<file path="src/rtl/ad7864_pkg.sv">
// Shared types for the AD7864 conversion sequencer: FSM state encoding and index-width helper.
package ad7864_pkg;

    typedef enum logic [2:0] {
        S_IDLE,
        S_CONV,
        S_BURST,
        S_WAITB,
        S_READ,
        S_DONE
    } seq_state_t;

    // Width of an index over n items, never narrower than one bit.
    function automatic int idx_w(input int n);
        return (n <= 2) ? 1 : $clog2(n);
    endfunction

endpackage

</file>
<file path="src/rtl/ad7864_seq_if.sv">
// ADC-side pin bundle shared by all AD7864 devices on one sequencer.
interface ad7864_seq_if #(
    parameter int NUM_CHIPS = 4
);
    logic                 clkout;
    logic                 ad_conv_bar;
    logic [NUM_CHIPS-1:0] ad_cs_bar;
    logic                 ad_rd_bar;
    logic                 ad_busy;

    modport master (
        output clkout, ad_conv_bar, ad_cs_bar, ad_rd_bar,
        input  ad_busy
    );

    modport slave (
        input  clkout, ad_conv_bar, ad_cs_bar, ad_rd_bar,
        output ad_busy
    );
endinterface

</file>
<file path="src/rtl/ad7864_sync2.sv">
// Two-flop synchroniser for an asynchronous active-low level; both flops reset to 1.
// Latency 2 clkin cycles; no backpressure.
module ad7864_sync2 (
    input  logic clkin,
    input  logic rst,
    input  logic d,
    output logic q
);
    logic meta;

    always_ff @(posedge clkin) begin
        if (rst) begin
            meta <= 1'b1;
            q    <= 1'b1;
        end else begin
            meta <= d;
            q    <= meta;
        end
    end
endmodule

</file>
<file path="src/rtl/ad7864_seq.sv">
// AD7864 frame sequencer: CONVST, clock burst, BUSY wait, multi-chip readout; all outputs registered.
// Start-to-CONVST 3-4 clkin cycles; no backpressure. AD7864_SEQ_TIMEOUT_EN adds the BUSY-wait abort.
module ad7864_seq
    import ad7864_pkg::*;
#(
    parameter int NUM_CHIPS = 4,
    parameter int NUM_CH    = 4,
    parameter int CLK_HALF  = 1,
    parameter int CONV_CLKS = 56,
    parameter int CONV_LOW  = 4,
    parameter int RD_LOW    = 3,
    parameter int RD_GAP    = 2,
    parameter int TIMEOUT   = 1024,
    localparam int IDX_W    = idx_w(NUM_CHIPS * NUM_CH)
) (
    input  logic             clkin,
    input  logic             rst,
    input  logic             dsp_conv_bar,
    ad7864_seq_if.master     adc,
    output logic             db_rdy,
    output logic [IDX_W-1:0] word_idx,
    output logic             seq_busy,
    output logic             frame_done,
    output logic             overrun,
    output logic             timeout_err
);
    localparam int M1     = (CONV_LOW > CLK_HALF) ? CONV_LOW : CLK_HALF;
    localparam int M2     = (M1 > RD_LOW + RD_GAP) ? M1 : RD_LOW + RD_GAP;
    localparam int M3     = (M2 > TIMEOUT) ? M2 : TIMEOUT;
    localparam int CNT_W  = $clog2(M3 + 1);
    localparam int ECNT_W = $clog2(CONV_CLKS + 1);
    localparam int CHIP_W = idx_w(NUM_CHIPS);
    localparam int CH_W   = idx_w(NUM_CH);

    localparam logic [CNT_W-1:0]  CONV_LAST = CNT_W'(CONV_LOW - 1);
    localparam logic [CNT_W-1:0]  HALF_LAST = CNT_W'(CLK_HALF - 1);
    localparam logic [CNT_W-1:0]  RD_LOW_C  = CNT_W'(RD_LOW);
    localparam logic [CNT_W-1:0]  RDY_AT    = CNT_W'(RD_LOW - 1);
    localparam logic [CNT_W-1:0]  WORD_LAST = CNT_W'(RD_LOW + RD_GAP - 1);
    localparam logic [ECNT_W-1:0] EDGES     = ECNT_W'(CONV_CLKS);
    localparam logic [CHIP_W-1:0] CHIP_LAST = CHIP_W'(NUM_CHIPS - 1);
    localparam logic [CH_W-1:0]   CH_LAST   = CH_W'(NUM_CH - 1);

    seq_state_t           state, state_nxt;
    logic [CNT_W-1:0]     cnt, cnt_nxt;
    logic [ECNT_W-1:0]    edges, edges_nxt;
    logic [CHIP_W-1:0]    chip, chip_nxt;
    logic [CH_W-1:0]      ch, ch_nxt;
    logic                 clk_q, clk_nxt;
    logic                 conv_q, conv_nxt;
    logic [NUM_CHIPS-1:0] cs_q, cs_nxt;
    logic                 rd_q, rd_nxt;
    logic                 rdy_nxt, done_nxt, ovr_nxt;
    logic [IDX_W-1:0]     widx_nxt;
    logic                 conv_s, busy_s, conv_prev, start;

    ad7864_sync2 u_sync_conv (.clkin(clkin), .rst(rst), .d(dsp_conv_bar), .q(conv_s));
    ad7864_sync2 u_sync_busy (.clkin(clkin), .rst(rst), .d(adc.ad_busy),  .q(busy_s));

    assign start           = conv_prev & ~conv_s;
    assign adc.clkout      = clk_q;
    assign adc.ad_conv_bar = conv_q;
    assign adc.ad_cs_bar   = cs_q;
    assign adc.ad_rd_bar   = rd_q;

`ifdef AD7864_SEQ_TIMEOUT_EN
    localparam logic [CNT_W-1:0] TO_LAST = CNT_W'(TIMEOUT - 1);
    logic terr_q, terr_nxt;
    assign timeout_err = terr_q;
`else
    assign timeout_err = 1'b0;
`endif

    always_comb begin
        state_nxt = state;
        cnt_nxt   = cnt;
        edges_nxt = edges;
        chip_nxt  = chip;
        ch_nxt    = ch;
        clk_nxt   = clk_q;
        ovr_nxt   = overrun;
`ifdef AD7864_SEQ_TIMEOUT_EN
        terr_nxt  = terr_q;
`endif
        // A start accepted from IDLE clears the flag; one seen anywhere else sets it.
        if (start) ovr_nxt = (state != S_IDLE);

        case (state)
            S_IDLE: begin
                cnt_nxt   = '0;
                edges_nxt = '0;
                chip_nxt  = '0;
                ch_nxt    = '0;
                clk_nxt   = 1'b0;
                if (start) state_nxt = S_CONV;
            end
            S_CONV: begin
                if (cnt == CONV_LAST) begin
                    cnt_nxt   = '0;
                    state_nxt = S_BURST;
                end else begin
                    cnt_nxt = cnt + 1'b1;
                end
            end
            S_BURST: begin
                if (cnt == HALF_LAST) begin
                    cnt_nxt = '0;
                    clk_nxt = ~clk_q;
                    if (!clk_q) edges_nxt = edges + 1'b1;
                    else if (edges == EDGES) state_nxt = S_WAITB;
                end else begin
                    cnt_nxt = cnt + 1'b1;
                end
            end
            S_WAITB: begin
                if (!busy_s) begin
                    cnt_nxt   = '0;
                    state_nxt = S_READ;
                end
`ifdef AD7864_SEQ_TIMEOUT_EN
                else if (cnt == TO_LAST) begin
                    state_nxt = S_IDLE;
                    terr_nxt  = 1'b1;
                end else begin
                    cnt_nxt = cnt + 1'b1;
                end
`endif
            end
            S_READ: begin
                if (cnt == WORD_LAST) begin
                    cnt_nxt = '0;
                    if (ch == CH_LAST) begin
                        ch_nxt = '0;
                        if (chip == CHIP_LAST) state_nxt = S_DONE;
                        else chip_nxt = chip + 1'b1;
                    end else begin
                        ch_nxt = ch + 1'b1;
                    end
                end else begin
                    cnt_nxt = cnt + 1'b1;
                end
            end
            S_DONE:  state_nxt = S_IDLE;
            default: state_nxt = S_IDLE;
        endcase

        // Pin values are derived from the next state so every output leaves a flop.
        conv_nxt = (state_nxt != S_CONV);
        rd_nxt   = !((state_nxt == S_READ) && (cnt_nxt < RD_LOW_C));
        rdy_nxt  = (state_nxt == S_READ) && (cnt_nxt == RDY_AT);
        done_nxt = (state_nxt == S_DONE);
        for (int i = 0; i < NUM_CHIPS; i++)
            cs_nxt[i] = !((state_nxt == S_READ) && (chip_nxt == CHIP_W'(i)));
        widx_nxt = (state_nxt == S_READ) ?
                   IDX_W'(int'(chip_nxt) * NUM_CH + int'(ch_nxt)) : '0;
    end

    always_ff @(posedge clkin) begin
        if (rst) begin
            state      <= S_IDLE;
            cnt        <= '0;
            edges      <= '0;
            chip       <= '0;
            ch         <= '0;
            conv_prev  <= 1'b1;
            clk_q      <= 1'b0;
            conv_q     <= 1'b1;
            cs_q       <= '1;
            rd_q       <= 1'b1;
            db_rdy     <= 1'b0;
            word_idx   <= '0;
            seq_busy   <= 1'b0;
            frame_done <= 1'b0;
            overrun    <= 1'b0;
        end else begin
            state      <= state_nxt;
            cnt        <= cnt_nxt;
            edges      <= edges_nxt;
            chip       <= chip_nxt;
            ch         <= ch_nxt;
            conv_prev  <= conv_s;
            clk_q      <= clk_nxt;
            conv_q     <= conv_nxt;
            cs_q       <= cs_nxt;
            rd_q       <= rd_nxt;
            db_rdy     <= rdy_nxt;
            word_idx   <= widx_nxt;
            seq_busy   <= (state_nxt != S_IDLE);
            frame_done <= done_nxt;
            overrun    <= ovr_nxt;
        end
    end

`ifdef AD7864_SEQ_TIMEOUT_EN
    always_ff @(posedge clkin) begin
        if (rst) terr_q <= 1'b0;
        else     terr_q <= terr_nxt;
    end
`endif
endmodule

</file>
<file path="src/flat_wrapper.sv">
// flat-port wrapper written by rule: the top's interface ports become plain ports
module ad7864_seq_flat import ad7864_pkg::*;
#(
    parameter int NUM_CHIPS = 4,
    parameter int NUM_CH    = 4,
    parameter int CLK_HALF  = 1,
    parameter int CONV_CLKS = 56,
    parameter int CONV_LOW  = 4,
    parameter int RD_LOW    = 3,
    parameter int RD_GAP    = 2,
    parameter int TIMEOUT   = 1024,
    localparam int IDX_W    = idx_w(NUM_CHIPS * NUM_CH)
)
  (clkin, rst, dsp_conv_bar, db_rdy, word_idx, seq_busy, frame_done, overrun, timeout_err, adc_clkout, adc_ad_conv_bar, adc_ad_cs_bar, adc_ad_rd_bar, adc_ad_busy);
  ad7864_seq_if #(.NUM_CHIPS(NUM_CHIPS)) adc_i ();
  input  logic clkin;
  input  logic rst;
  input  logic dsp_conv_bar;
  output logic db_rdy;
  output logic [IDX_W-1:0] word_idx;
  output logic seq_busy;
  output logic frame_done;
  output logic overrun;
  output logic timeout_err;
  output wire logic [$bits(adc_i.clkout)-1:0] adc_clkout;
  output wire logic [$bits(adc_i.ad_conv_bar)-1:0] adc_ad_conv_bar;
  output wire logic [$bits(adc_i.ad_cs_bar)-1:0] adc_ad_cs_bar;
  output wire logic [$bits(adc_i.ad_rd_bar)-1:0] adc_ad_rd_bar;
  input wire logic [$bits(adc_i.ad_busy)-1:0] adc_ad_busy;
  assign adc_clkout = adc_i.clkout;
  assign adc_ad_conv_bar = adc_i.ad_conv_bar;
  assign adc_ad_cs_bar = adc_i.ad_cs_bar;
  assign adc_ad_rd_bar = adc_i.ad_rd_bar;
  assign adc_i.ad_busy = adc_ad_busy;
  ad7864_seq #(.NUM_CHIPS(NUM_CHIPS), .NUM_CH(NUM_CH), .CLK_HALF(CLK_HALF), .CONV_CLKS(CONV_CLKS), .CONV_LOW(CONV_LOW), .RD_LOW(RD_LOW), .RD_GAP(RD_GAP), .TIMEOUT(TIMEOUT)) u_core (.clkin(clkin), .rst(rst), .dsp_conv_bar(dsp_conv_bar), .adc(adc_i), .db_rdy(db_rdy), .word_idx(word_idx), .seq_busy(seq_busy), .frame_done(frame_done), .overrun(overrun), .timeout_err(timeout_err));
endmodule
</file>
<file path="config.mk">
export PLATFORM = sky130hd
export DESIGN_NAME = ad7864_seq_flat
export DESIGN_NICKNAME = d
export VERILOG_FILES = /design/src/rtl/ad7864_pkg.sv /design/src/rtl/ad7864_seq_if.sv /design/src/rtl/ad7864_sync2.sv /design/src/rtl/ad7864_seq.sv /design/src/flat_wrapper.sv
export SDC_FILE = /design/constraint.sdc
export NUM_CORES = 1
export LEC_CHECK = 0
export CELL_PAD_IN_SITES_DETAIL_PLACEMENT = 0
export CELL_PAD_IN_SITES_GLOBAL_PLACEMENT = 2
export CORE_MARGIN = 5
export CORE_UTILIZATION = 35
export DETAILED_ROUTE_END_ITERATION = 16
export PLACE_DENSITY = 0.88
export SLEW_MARGIN = 30
export SYNTH_ARGS = -nofsm -noshare
export SYNTH_HDL_FRONTEND = slang
export SYNTH_SLANG_ARGS = --single-unit
</file>
<file path="constraint.sdc">
create_clock -name clkin -period 3.4 [get_ports clkin]
set_input_delay 0.85 -clock clkin [delete_from_list [all_inputs] [get_ports clkin]]
set_output_delay 0.85 -clock clkin [all_outputs]
set_load 0.1 [all_outputs]
</file>
### Yosys cells after proc, flatten, opt, wreduce, memory -nomap -nowiden

Index checks and enable logic that the tools add are counted.
W data, S select, Z words.

* memories kept: 0
* latch bits: 0
* bits in registers: 44
* memory bits (writable): 0
* logic and storage cells: 94
* output and inout port bits: 16
* input bits: 4
* ROM bits: 0

* multiplexer cells: 27
* $mul: 0
* equal/unequal tests: 18
* reduce and logical (&&, ||, !) cells: 20
* shift-type cells: 0
* order comparisons: 1
* $add $sub $neg: 5
* bitwise logic cells: 4
* div/mod/pow operators: 0

Operator list (count)
* $pmux W11 S5: 1
* $mux W11: 4
* $mux W3: 9
* $eq A11 B2 Y1 const B: 2
* $pmux W3 S5: 1
* $mux W6: 2
* $pmux W6 S2: 1
* $add A11 B1 Y11 const B: 1
* $eq A11 B3 Y1 const B: 1
* $logic_not A11 Y1: 1
* $lt A11 B2 Y1 const B: 1
* $mux W2: 5
* $eq A3 B3 Y1 const B: 3
* $eq A2 B2 Y1 const B: 4
* $pmux W2 S2: 2
* $add A6 B1 Y6 const B: 1
* $eq A3 B2 Y1 const B: 2
* $eq A6 B6 Y1 const B: 1
* $logic_and A1 B1 Y1: 6
* $reduce_bool A3 Y1: 2
* $logic_not A1 Y1: 5
* $add A2 B1 Y2 const B: 2
* $add A4 B2 Y4: 1
* $eq A3 B1 Y1 const B: 1
* 14 further kinds: 16

### Longest topological paths before layout

* depth after elaboration: 8
* mapped depth: 10
* depth with buffers taken out: 9

### By module

From an unflattened synthesis, not the netlist that was laid out.

* cells, all modules: 265
* area total of the unflattened synthesis: 2243.4 µm²

Modules (own cells, without submodules)
* ad7864_seq: times used 1, cells an instance 257, sequential area each 800.8 µm², area an instance 2138.3 µm²
* ad7864_sync2: times used 2, cells an instance 4, sequential area each 40.0 µm², area an instance 52.6 µm²

### Worst setup path after synthesis

Ideal clock, no wire load.

* path type: reg2reg
* start: reg u_core.cnt[0]
* end: reg u_core.db_rdy
* data required time: 3.339 ns
* buffers on the path: 0
* period minus slack after synthesis: 2.254 ns
* arrival: 2.193 ns
* stages on the path, launching flop included: 9
* setup time: 0.061 ns
* slack: 1.146 ns
* cell sequence: dfxtp_1 > ha_1 > nor4b_2 > a31oi_2 > a22oi_4 > nand2_4 > a211o_1 > a211oi_2 > and4_1

* longest elaborated chain between the ends: 5
* elaborated cells between the ends (all ways): 16
* classes of those cells: add/sub: 1; eq/ne: 4; mux: 9; reduce/logical: 2

Ends and longest elaborated chain
* start: declaration: line ad7864_seq.sv:45 `logic [CNT_W-1:0] cnt, cnt_nxt;`
* start signal: assignment: line ad7864_seq.sv:177 `cnt <= cnt_nxt;`
* $add A11 B1 Y11, or another cell as far along: line ad7864_seq.sv:102, ad7864_seq.sv:112, ad7864_seq.sv:140
* $mux W11, or another cell as far along: line ad7864_seq.sv:130 `if (cnt == WORD_LAST) begin`
* $pmux W11 S5 / $pmux W3 S5 (equally long branches): line ad7864_seq.sv:88 `case (state)`
* $eq A11 B2 Y1 / $eq A3 B3 Y1 (equally long branches): line ad7864_seq.sv:150 `rdy_nxt = (state_nxt == S_READ) && (cnt_nxt == RDY_AT);`
* $logic_and A1 B1 Y1 *: line ad7864_seq.sv:150
* end signal: assignment: line ad7864_seq.sv:186 `db_rdy <= rdy_nxt;`
* end: declaration: line ad7864_seq.sv:20 `output logic db_rdy,`

Every way passes the cells marked *; elsewhere a longest branch is shown, timed or not.
A chain may end at the register's enable or synchronous reset.

### Final worst setup path

Ends and elaborated chain as after synthesis.

==> results by stage <==
Synthesis:
- The post-synthesis sequential element count is 44.
- The post-synthesis sequential area ratio is 0.4183.
- Counting flops with an async set or reset pin after synthesis yields a share of 0.
- The per-instance average area after synthesis is 8.356 um^2.
- In this run the cell area of the synthesized design comes to 2106 um^2.
- During synthesis, Yosys emitted a total of 0 warnings.
- The cell count after synthesis is 252.
- In this run, synthesis inferred 0 flip-flops with an integrated enable.
- The main flop type after synthesis is sky130_fd_sc_hd__dfxtp_1.
- Ranked by total cell area, the synthesized netlist is headed by sky130_fd_sc_hd__dfxtp_1 (42%), sky130_fd_sc_hd__nor2_1 (6.2%), sky130_fd_sc_hd__nand2_1 (4.1%).
- The cell type contributing the most total cell area after synthesis is sky130_fd_sc_hd__dfxtp_1.
- The number of distinct library cells after synthesis is 53.
- The share of synthesized area in the top cell type comes to 0.4183.
- The total nets after synthesis is 261.

Power:
- The share of total power dissipated in sequential elements is 0.566.
- The net load switching power is 0.2223 mW.
- Across the VDD grid, the largest voltage drop is 0.2073 mV.
- The internal power of the cells totals 0.7042 mW.
- The share of total power dissipated in combinational logic is 0.068.
- The leakage power figure is 0.8944 nW.
- The clock network fraction of total power is 0.366.
- Summing internal, switching and leakage power gives 0.9265 mW.
- The switching share of power is 0.2399.
- The total power per unit cell area is 389.5 nW/um^2.

Place:
- Input and output buffers added on the ports amount to 18.
- Detailed placement finished with a half-perimeter wire length of 3325 um.
- Timing analysis after detailed placement gives a worst setup slack of 0.8331 ns.
- The routability congestion estimate from global placement is 0.7861.

STA:
- The minimum clock period is 2.597 ns.
- The final-report max-slew violation count came to 0.
- The final setup skew is 0.006244 ns.
- The final-report setup violation count is 0.
- Setup repair after global routing left no endpoint under its margin.
- The number of failing hold endpoints at the final stage is 0.
- Adding up every negative setup slack in the final design gives 0 ns.
- The timing-limited maximum frequency is 385.1 MHz.
- The portion of the clock cycle consumed by the worst path in the final layout is 0.7637.
- The slack of the critical path is 0.8034 ns.

Final layout:
- The top cell types in the final layout, fill and taps aside, are sky130_fd_sc_hd__dfxtp_1 (44), sky130_fd_sc_hd__nor2_1 (35), sky130_fd_sc_hd__nand2_1 (23).
- The combined flip-flop and latch cell area is 880.8 um^2.
- The relative area change from synthesis to final layout is 12.95%.
- The number of inserted diodes is 0.
- The most common cell after layout, fill and taps aside is sky130_fd_sc_hd__dfxtp_1.
- The fraction of final layout cells with drive strength greater than 1 is 0.1553.
- The final-stage net count is 272.
- In the final layout, the multi-input gates occupy 1141 um^2.
- The layout has 618 filler cells.

Floorplanning:
- 20 I/O pins were placed.
- The total area inside the core boundary comes to 5886 um^2.
- The die outline area is 7668 um^2.
- The floorplan step set the die width to 87.57 um.
- The floorplan row count is 28.
- The initial utilization of the core area, before any placement, comes to 0.3578.
- The die is 87.57 um tall.

Global routing:
- The leftover overflow at the end of global routing is 0.
- The total global-route track usage is 0.1256.
- Entering global routing, the biggest net connects 22 pins.
- The number of antenna violations at the first check in global routing is 0.
- The first-pass GRT wire length is 7686 um.
- The number of global-route vias before repair was 1637.

Run:
- The max-cap check violation count is 0.

Setup path:
- Walking the worst path, the cells encountered are ha_1 > nor4b_2 > a31oi_2 > a22oi_4 > nand2_4 > a211o_1 > a211oi_2 > and4_1.
- The worst register-to-register path ends at u_core.db_rdy.
- Along the worst path, the maximum fanout reaches 10.
- The start point of the critical path is u_core.cnt[0].
- The setup check on the worst reg-to-reg path leaves a slack of 0.80 ns.
- The most critical setup path has its endpoint at u_core.db_rdy.
- The worst register-to-register path has a depth of 8.
- The element type at the critical path end is a flip-flop.
- The start of the worst register-to-register path is u_core.cnt[0].
- The nature of the critical path startpoint is a flip-flop.
- The worst path required time is 3.64 ns.
- The largest stage delay on the critical path is 0.45 ns.
- For the worst setup path, the data arrival time is 2.84 ns.
- The start-to-end type of the worst setup path is flip-flop to flip-flop.
- The largest individual stage delay along the critical path comes from the cell sky130_fd_sc_hd__dfxtp_1.

Clock network:
- The clock root buffer is sky130_fd_sc_hd__clkbuf_8.
- The H-tree was split into 2 levels.
- Buffers inserted during clock tree synthesis total 5.
- The number of cells upsized or downsized after cts is 0.
- The clock tree from TritonCTS is built.
- In this run the deepest clock path goes through 2 buffers.
- CTS saw 44 sinks.
- The hold buffer count at cts is 0.
- After clock tree synthesis, the clock-pin slew on the worst setup and hold paths is 0.08 ns.
- The source-to-sink clock delay at the later pin of the worst-skew pair is 0.29 ns.
- The number of setup buffers added after CTS is 0.

Routing:
- The antenna violation net count after detailed routing is 0.
- For this block, the routed nets add up to 4503 um of wire.
- In the final routed layout, each cell accounts on average for 13.28 um.
- The vias after detailed routing is 1752.
- The detail-routed via count per cell is 5.168.
- In the routed design, unresolved DRC markers number 0.
- The first-pass iteration count of the detailed router is 4.
- The number of DRC violations after detailed-routing iteration 0 is 74.

Outcome:
- The flow ran to the end, and the final reports show no timing, DRC or antenna violations.

Min path:
- The type of the most critical hold path is flip-flop to flip-flop.
[metal layers]
metal | vias up | part of all wire | track usage
li1 | 906 | - | -
met1 | 826 | 0.49 | 0.1694
met2 | 15 | 0.46 | 0.1952
met3 | 5 | 0.028 | 0.02728
met4 | 0 | 0.015 | 0.05021
met5 | - | 0 | 0
[synthesized netlist by cell type (all sizes together) (5+ instances only)]
| master | n |
|---|---|
| and2 | 6 |
| nor2 | 35 |
| a22oi | 5 |
| or3 | 6 |
| inv | 5 |
| dfxtp | 44 |
| nor3 | 11 |
| a21oi | 17 |
| buf | 5 |
| ha | 5 |
| nand3 | 13 |
| or2 | 7 |
| o21ai | 6 |
| clkbuf | 10 |
| nand2 | 24 |
[critical path: cells and delay by family, from the launching register on]
family | cells | cell delay [ns]
and+or+nand+nor | 3 | 0.71
DFF | 1 | 0.45
AOI/OAI and AO/OA | 4 | 1.03
adders and majority gates | 1 | 0.34
[cell families after synthesis]
group                      after synthesis  synth area share
adders and majority gates                5           0.02971
xor gates and xnor gates                 5           0.02080
muxes                                    1          0.005347
DFF                                     44            0.4183
and+or+nand+nor                        126            0.3167
other                                    1          0.001781
AOI/OAI and AO/OA                       50            0.1676
buffers and inverters                   20           0.03981
[through the flow]
| step | std cells | hold slack (ns) | util | instance area [um^2] |
|---|---|---|---|---|
| 2_1_floorplan | 252 | 0.3895 | - | 2106 |
| 3_3_place_gp | 331 | 0.3912 | 0.3882 | 2285 |
| 3_5_place_dp | 331 | 0.3938 | 0.3882 | 2285 |
| 4_1_cts | 339 | 0.4172 | 0.4041 | 2379 |
| 5_1_grt | 339 | 0.4430 | 0.4041 | 2379 |
| 6_report | 339 | 0.4135 | 0.4041 | 2379 |
[final cells by class]
class                           instances  share of cell area
Tap cell                               75             0.03945
Inverter                                5            0.007891
Multi-Input combinational cell        188              0.4797
Sequential cell                        44              0.3703
Timing Repair Buffer                   19             0.06312
Clock buffer                            7             0.03630
Clock inverter                          1            0.003156
[flip-flops by register name, indices dropped and copies added, names as in the netlist]
register,flops
u_core.u_sync_conv.q,1
u_core.edges,6
u_core.chip,2
u_core.frame_done,1
u_core.u_sync_busy.q,1
u_core.adc.ad_rd_bar,1
u_core.adc.ad_conv_bar,1
u_core.adc.clkout,1
u_core.db_rdy,1
u_core.cnt,11
u_core.u_sync_conv.meta,1
u_core.word_idx,4
u_core.overrun,1
u_core.ch,2
u_core.state,3
u_core.conv_prev,1
u_core.adc.ad_cs_bar,4
u_core.u_sync_busy.meta,1
u_core.seq_busy,1
[worst min-delay path by stage]
stage                                       start                   end  slack, ns  depth (start not counted)
after CTS                 u_core.u_sync_busy.meta  u_core.u_sync_busy.q       0.42                          1
after global routing      u_core.u_sync_conv.meta  u_core.u_sync_conv.q       0.44                          1
final                     u_core.u_sync_busy.meta  u_core.u_sync_busy.q       0.41                          1
after global placement    u_core.u_sync_conv.meta  u_core.u_sync_conv.q       0.39                          1
after detailed placement  u_core.u_sync_busy.meta  u_core.u_sync_busy.q       0.39                          1
after floorplan           u_core.u_sync_busy.meta  u_core.u_sync_busy.q       0.39                          1
[power by group through the flow]
stage,Combinational (mW),Sequential [mW],Clock (mW)
2_1_floorplan,0.0360,0.550,0
3_3_place_gp,0.0644,0.537,0
3_5_place_dp,0.0638,0.537,0
4_1_cts,0.0640,0.525,0.356
5_1_grt,0.0693,0.526,0.377
6_report,0.0631,0.525,0.339
Note: power is estimated with default switching activity, not from simulation.
